$ cat src/rtl/if_id_stage_pkg.sv
// Shared constants and types for the IF/ID boundary: exception codes,
// architectural PCs, and the opcode/funct values that identify branches
// and jumps. Also imported by the decoder and CP0.
package if_id_stage_pkg;

  // Exception codes carried down the pipe
  localparam logic [4:0]  EXC_NONE   = 5'd0;
  localparam logic [4:0]  EXC_ADEL   = 5'd4;

  // Architectural PCs
  localparam logic [31:0] HANDLER_PC = 32'h0000_4180;
  localparam logic [31:0] RESET_PC   = 32'h0000_3000;

  // Primary opcodes that transfer control
  localparam logic [5:0]  OP_SPECIAL = 6'b000000;
  localparam logic [5:0]  OP_REGIMM  = 6'b000001;
  localparam logic [5:0]  OP_J       = 6'b000010;
  localparam logic [5:0]  OP_JAL     = 6'b000011;
  localparam logic [5:0]  OP_BEQ     = 6'b000100;
  localparam logic [5:0]  OP_BNE     = 6'b000101;
  localparam logic [5:0]  OP_BLEZ    = 6'b000110;
  localparam logic [5:0]  OP_BGTZ    = 6'b000111;

  // SPECIAL funct codes that transfer control
  localparam logic [5:0]  FN_JR      = 6'b001000;
  localparam logic [5:0]  FN_JALR    = 6'b001001;

  // Contents of the IF/ID pipeline register
  typedef struct packed {
    logic [31:0] pc;
    logic [31:0] instr;
    logic [4:0]  exccode;
    logic        bd;
    logic        valid;
  } if_id_t;

endpackage

$ cat src/rtl/if_id_stage_jb_predecode.sv
// Combinational branch/jump predecode. Flags any instruction whose
// successor occupies a branch delay slot.
module jb_predecode
  import if_id_stage_pkg::*;
(
  input  logic [31:0] instr_i,
  output logic        is_jb_o
);

  logic [5:0] opcode;
  logic [5:0] funct;

  assign opcode = instr_i[31:26];
  assign funct  = instr_i[5:0];

  // Classify by opcode, and by funct for the SPECIAL register jumps
  always_comb begin
    is_jb_o = 1'b0;
    case (opcode)
      OP_REGIMM, OP_J, OP_JAL,
      OP_BEQ, OP_BNE, OP_BLEZ, OP_BGTZ: is_jb_o = 1'b1;
      OP_SPECIAL: is_jb_o = (funct == FN_JR) || (funct == FN_JALR);
      default:    is_jb_o = 1'b0;
    endcase
  end

endmodule

$ cat src/rtl/if_id_stage.sv
// IF/ID pipeline register. Captures the fetched PC/instruction, turns a
// fetch address error into a zeroed instruction with ExcCode AdEL, tracks
// the branch-delay-slot flag, and collapses to a handler bubble when CP0
// takes an exception or interrupt.
module if_id_stage
  import if_id_stage_pkg::*;
(
  input  logic        clk,
  input  logic        rst,
  input  logic        req,
  input  logic        stall,
  input  logic [31:0] F_pc,
  input  logic [31:0] F_instr,
  input  logic        F_exc_adel,
  output logic [31:0] D_pc,
  output logic [31:0] D_instr,
  output logic [4:0]  D_exccode,
  output logic        D_bd,
  output logic        D_valid,
  output logic        D_jb
);

  if_id_t slot_q;
  if_id_t slot_d;
  logic   held_is_jb;

  // Predecode of the instruction currently sitting in decode
  jb_predecode u_jb_predecode (
    .instr_i (slot_q.instr),
    .is_jb_o (held_is_jb)
  );

  // A bubble never counts as a branch, whatever its instruction field holds
  assign D_jb = slot_q.valid & held_is_jb;

  // Next slot contents: flush beats stall, stall beats advance
  always_comb begin
    slot_d = slot_q;
    if (req) begin
      slot_d.pc      = HANDLER_PC;
      slot_d.instr   = '0;
      slot_d.exccode = EXC_NONE;
      slot_d.bd      = 1'b0;
      slot_d.valid   = 1'b0;
    end else if (!stall) begin
      slot_d.pc      = F_pc;
      slot_d.valid   = 1'b1;
      // The incoming instruction is a delay slot iff the one leaving was a branch
      slot_d.bd      = D_jb;
      if (F_exc_adel) begin
        slot_d.instr   = '0;
        slot_d.exccode = EXC_ADEL;
      end else begin
        slot_d.instr   = F_instr;
        slot_d.exccode = EXC_NONE;
      end
    end
  end

  // Register update with synchronous reset taking precedence over everything
  always_ff @(posedge clk) begin
    if (rst) begin
      slot_q.pc      <= RESET_PC;
      slot_q.instr   <= '0;
      slot_q.exccode <= EXC_NONE;
      slot_q.bd      <= 1'b0;
      slot_q.valid   <= 1'b0;
    end else begin
      slot_q <= slot_d;
    end
  end

  assign D_pc      = slot_q.pc;
  assign D_instr   = slot_q.instr;
  assign D_exccode = slot_q.exccode;
  assign D_bd      = slot_q.bd;
  assign D_valid   = slot_q.valid;

endmodule
$ cat config.mk
export PLATFORM = sky130hd
export DESIGN_NAME = if_id_stage
export DESIGN_NICKNAME = d
export VERILOG_FILES = /design/src/rtl/if_id_stage_pkg.sv /design/src/rtl/if_id_stage_jb_predecode.sv /design/src/rtl/if_id_stage.sv
export SDC_FILE = /design/constraint.sdc
export NUM_CORES = 1
export LEC_CHECK = 0
export BUFFER_PORTS_ARGS = -buffer_cell sky130_fd_sc_hd__buf_2
export CAP_MARGIN = 10
export CORE_MARGIN = 4
export CORE_UTILIZATION = 39
export CTS_BUF_LIST = sky130_fd_sc_hd__clkbuf_4 sky130_fd_sc_hd__clkbuf_8 sky130_fd_sc_hd__clkbuf_16
export DETAILED_ROUTE_END_ITERATION = 10
export HOLD_SLACK_MARGIN = 0.05
export PLACE_DENSITY = 0.76
export SYNTH_ARGS = -nofsm -noshare
export SYNTH_HDL_FRONTEND = slang
export SYNTH_SLANG_ARGS = --single-unit
$ cat constraint.sdc
create_clock -name clk -period 1.3 [get_ports clk]
set_input_delay 0.195 -clock clk [delete_from_list [all_inputs] [get_ports clk]]
set_output_delay 0.195 -clock clk [all_outputs]
set_load 0.05 [all_outputs]
==> metrics.yaml, run 1 <==
synth:
  synth-compound-area-share_pct: 13.0
  synth_edf_count: 0
  synth_top_area_share_pct: 56.5
  ys_warn_count: 0
  synthCells: 235
  yosys-top-cells-area: "dfxtp_1, mux2i_1, nor2_1, a22oi_1, buf_2"
  ys_seq_elements: 67
  synth_top_cell_by_area: "dfxtp_1"
  syn_area_per_cell_um2: 10.1
  synth_top_family_by_area: "compound AO/OA/AOI/OAI gates"
  async_reset_ff_share_pct: 0
  ys.flop_type: "dfxtp_1"
  synthAdderAreaFrac_pct: 0
  synth_top_cells_by_count: "dfxtp_1, nor2_1, a22oi_1, mux2i_1, buf_2"
  synth-simple-area-share_pct: 12.5
  ys_types: 19
  synth_xor_area_share_pct: 0
  yosysSeqAreaShare_pct: 56.5
  synth_mux_area_share_pct: 12.7
  syn_area_um2: 2370
  yosysMostFrequentCell: "dfxtp_1"
worst_setup_path:
  critPathRequiredTime_ns: 1.11
  critPathKind: "reg -> out"
  crit_arrival_ns: 1.47
  startpoint_type: "flop"
  path_max_fanout: 2
  cp_cell_sequence: "inv_2, or4_4, nor2_4, buf_8"
  critPathSlowestCell: "or4_4"
  critPathCaptureType: "output port"
  worst_path_largest_cell_delay_ns: 0.49
global_route:
  track_usage_pct: 16.5
  grt_max_degree: 37
  grt_pass1_vias: 2151
  gr-total-overflow: 0
  grt_pass1_wl_um: 9750
  antenna_found_initial: 0
routing:
  drt-pass1-iter-count: 4
  vias_per_cell: 4.76
  dr_total_vias: 2181
  ant_nets: 0
  wl_per_cell_um: 13.2
  drt-initial-drc-count: 61
  drt_wl_total_um: 6050
  drc_errors: 0
timing:
  fin_crit_ns: 1.67
  grt_setup_unrepaired: "yes"
  finalSetupViolations: 2
  hold_violations: 0
  setup_ws_ns: -0.366
  slew_violations: 0
  min_period_over_period_pct: 128
  finalClockSkew_ns: 0.00524
  tns_ns: -0.455
  maxClockFrequency_mhz: 600
floorplanning:
  die-height_um: 86.0
  start_util_pct: 40.1
  coreArea_um2: 5920
  dieArea_um2: 7400
  rows: 28
  pin_count: 141
  die_w_um: 86.0
clocking:
  cts_root_buf: "clkbuf_8"
  clk_latency_ns: 0.33
  cts_max_path_buffers: 2
  cts.clk_slew.worst_paths_ns: 0.07
  cts_tree: "done"
  numCtsBuffers: 9
  hold_buffers: 0
  cts_sinks: 67
  cts_max_level: 3
finish:
  antenna_cells: 0
  fill_cells: 543
  drive_gt1_share_pct: 47.8
  final_nets: 448
  area_delta_synth_final_pct: 44.9
hold_path:
  hp-class: "in -> reg"
pwr:
  power.density_nw_per_um2: 1250
  leakagePower_nw: 1.74
  total_power_mw: 4.32
  ir_worst_vdd_v: 0.000729
placement:
  hpwl_um: 4490
  portBuffers: 136
  gp_congestion: 0.687
run:
  maxCapViolations: 0
outcome:
  violations: "negative setup slack"
  status: "complete, but fails checks"
## report_power, final
part / leakage [nW] / switching [mW] / internal, mW
Combinational: 1.09 / 0.446 / 0.239
Sequential: 0.550 / 0.0315 / 2.11
Clock: 0.0928 / 0.718 / 0.767
Total: 1.74 / 1.20 / 3.12
## per-layer routing
| metal | GRT usage [%] | routed length, µm |
|---|---|---|
| met1 | 19.6 | 2480 |
| met5 | 0 | 0 |
| met2 | 27.9 | 2950 |
| met4 | 8.06 | 106 |
| met3 | 3.94 | 509 |
## cell usage in the layout (no fill, tap or decap), drive strengths merged
cell type,count
a22oi,32
nand3,1
dfxtp,67
a2111oi,1
nor2b,3
clkinv,3
a211oi,3
a21oi,1
or4,1
or2,1
nor2,66
clkbuf,12
mux2i,30
nor4b,1
o41ai,1
conb,4
buf,152
inv,2
o21bai,2
## worst max-delay path, delay by kind of cell (launching register included)
kind                   cells  cell delay [ns]
DFF                        1             0.35
and+or+nand+nor            2             0.61
buffers and inverters      2             0.18
## final cells by class
| type | count | area [µm²] | area share [%] |
|---|---|---|---|
| clock inverters | 3 | 15.0 | 0.437 |
| multi-input cells | 147 | 965 | 28.0 |
| flip-flops and latches | 67 | 1350 | 39.4 |
| clock buffers | 12 | 153 | 4.44 |
| repair buffers | 152 | 852 | 24.8 |
| inverters | 2 | 7.51 | 0.218 |
| well taps | 75 | 93.8 | 2.73 |
## cells by family after synthesis
family	Yosys count
compound gates	40
buf+inv	24
flops	67
mux	30
other cells	1
simple gates	73
## sequential cells by signal, summed over array words and instances (netlist names)
register	cells
D_instr	32
D_pc	32
D_bd	1
D_exccode	1
D_valid	1
## worst paths after layout
path | from | endpoint | slack (ns) | cells after the start
worst min register to register | D_valid | D_valid | 0.48 | 2
worst max-delay path | D_valid | D_jb | -0.37 | 4
worst min-delay path | F_instr[17] | D_instr[17] | 0.1 | 3
worst max register to register | D_valid | D_bd | -0.09 | 5
## through the flow
stage               util (%)  cells  setup WS, ns  cell area (µm²)  hold slack [ns]
finish                  58.1    458        -0.366             3440           0.0975
global route            58.1    458        -0.422             3440           0.0900
CTS                     58.1    458        -0.396             3440           0.0850
detailed placement      54.9    442        -0.125             3250            0.435
global placement        54.9    442        -0.126             3250            0.423
floorplan                  -    238        -0.175             2440            0.267
## repair_timing
item                       in CTS  in global routing
hold endpoints to repair        0                  0
resized for setup               4                  0
setup buffers                   1                  0
setup endpoints to repair       2                  2
pin swaps                       5                  2
Power figures use the tool's default switching activity.
==> run 2, diff against run 1 <==
Clock period 1.3 ns to 1.4 ns, I/O delays scaled along.
==> run 2 against run 1 <==
Critical path depth unchanged. Combinational power down 7.9%. Die area unchanged. Register-to-register slack better by 0.08 ns. Clock skew down 0.0031 ns. Total power down 6.0%. Global-route usage down 0.48 points. The run still ends with negative setup slack left. Sequential share of layout area up 0.17 points. Flip-flop and latch count unchanged. Via count down 0.41%. Critical endpoint unchanged.
==> metrics.yaml, run 2 (synthesis gave the netlist of run 1 again) <==
worst_setup_path:
  crit_buf_inv: 2  # unchanged
  cp_top_family: "simple AND/OR/NAND/NOR gates"
  cp_cell_sequence: "inv_2, or4_4, nor2_4, buf_8"
  startpoint_type: "flop"
  crit_arrival_ns: 1.48  # about the same
  critPathCaptureType: "output port"
  worst_path_largest_cell_delay_ns: 0.52  # +0.03 ns
  critPathSlowestCell: "or4_4"
  critPathKind: "reg -> out"
  path_max_fanout: 2  # unchanged
  critPathRequiredTime_ns: 1.19  # +0.08 ns
placement:
  gp_congestion: 0.739  # +7.6%
  hpwl_um: 4530  # +0.99%
  placed_cells: 438  # -0.90%
  placed_area_um2: 3200  # -1.6%
  portBuffers: 136  # unchanged
  place_ws_ns: -0.0688  # +0.0559 ns
floorplanning:
  dieArea_um2: 7400  # unchanged
  coreArea_um2: 5920  # unchanged
  rows: 28  # unchanged
  start_util_pct: 40.1  # unchanged
  die-height_um: 86.0  # unchanged
  die_w_um: 86.0  # unchanged
  pin_count: 141  # unchanged
global_route:
  track_usage_pct: 16.1  # -0.48 points
  globalRouteMet1Util_pct: 18.3  # -1.2 points
  use_met2_pct: 27.0  # -0.84 points
  grt-busiest-layer: "met2"
  gr-total-overflow: 0  # unchanged
  grt_pass1_vias: 2117  # -1.6%
  met3_usage_pct: 4.32  # +0.38 points
  grt_max_degree: 53  # +43%
  grt_pass1_wl_um: 9430  # -3.3%
  antenna_found_initial: 0  # unchanged
finish:
  stdcell_count: 454  # -0.87%
  final_nets: 444  # -0.89%
  final_core_util_pct: 57.8  # -0.25 points
  layout_commonest_cell: "buf_2"
  antenna_cells: 0  # unchanged
  stdcell_area_um2: 3420  # -0.44%
  area_delta_synth_final_pct: 44.3
  mostFrequentLayoutCells: "buf_2, nor2_1, dfxtp_1"
  drive_gt1_share_pct: 47.2  # -0.55 points
routing:
  wl_per_cell_um: 13.3  # +0.56%
  drt_wl_total_um: 6030  # -0.31%
  dr_total_vias: 2172  # -0.41%
  drt-initial-drc-count: 56  # -8.2%
  vias_per_cell: 4.78  # +0.46%
  ant_nets: 0  # unchanged
  drc_errors: 0  # unchanged
  drt-pass1-iter-count: 4  # unchanged
clocking:
  cts_sinks: 67  # unchanged
  cts_max_path_buffers: 2  # unchanged
  cts.clk_slew.worst_paths_ns: 0.07  # about the same
  numCtsBuffers: 9  # unchanged
  cts_max_level: 3  # unchanged
  cts_root_buf: "clkbuf_8"
  clk_latency_ns: 0.32  # about the same
  cts_tree: "done"
pwr:
  leakagePower_nw: 1.72  # -0.81%
  ir_worst_vdd_v: 0.000621  # -15%
  total_power_mw: 4.06  # -6.0%
  power.density_nw_per_um2: 1190  # -5.5%
timing:
  finalClockSkew_ns: 0.00216  # -0.00308 ns
  tns_ns: -0.298  # +0.158 ns
  min_period_over_period_pct: 121
  maxClockFrequency_mhz: 592
  slew_violations: 0  # unchanged
  finalSetupViolations: 2  # unchanged
  grt_setup_unrepaired: "yes"
  fin_crit_ns: 1.69
  holdWs_ns: 0.112  # +0.0145 ns
  setup_ws_ns: -0.289  # +0.0767 ns
  hold_violations: 0  # unchanged
outcome:
  violations: "negative setup slack"
  status: "complete, but fails checks"
hold_path:
  hp-class: "in -> reg"
run:
  maxCapViolations: 0  # unchanged
==> run 2: repair_timing <==
action,CTS,global route
setup endpoints to repair,2,2
hold buffers,0,0
pin swaps,0,1
resized for setup,5,1
setup buffers,1,0
hold endpoints to repair,0,0
==> run 2: tightest hold or removal path, stage by stage <==
cell	delay, ns
buf_2	0.07
a22oi_1	0.05
nor2_1	0.07
==> run 2: final timing paths <==
path,startpoint,end,slack [ns],cells after the start
min,F_instr[8],D_instr[8],0.11,3
min reg2reg,D_valid,D_valid,0.49,2
max,D_valid,D_jb,-0.29,4
max reg2reg,D_valid,D_bd,-0.01,5
==> run 2: per-layer routing <==
metal  vias to the layer above  wire [µm]
li1                       1075          -
met1                       998       2410
met2                        87       2890
met3                        12        584
met4                         0        135
met5                         -          0
==> run 2: final cells by class <==
type	instances	area [µm²]
Timing Repair Buffer	148	822
Fill cell	560	2500
Tap cell	75	93.8
Inverter	2	7.51
Clock buffer	13	173
Clock inverter	2	10.0
Sequential cell	67	1350
Multi-Input combinational cell	147	965
==> run 2: where the power goes <==
group          leakage [nW]  switching, mW  internal [mW]  total (mW)
clock network        0.0987          0.642          0.792        1.43
logic                  1.07          0.412          0.219       0.631
registers             0.550         0.0295           1.96        1.99
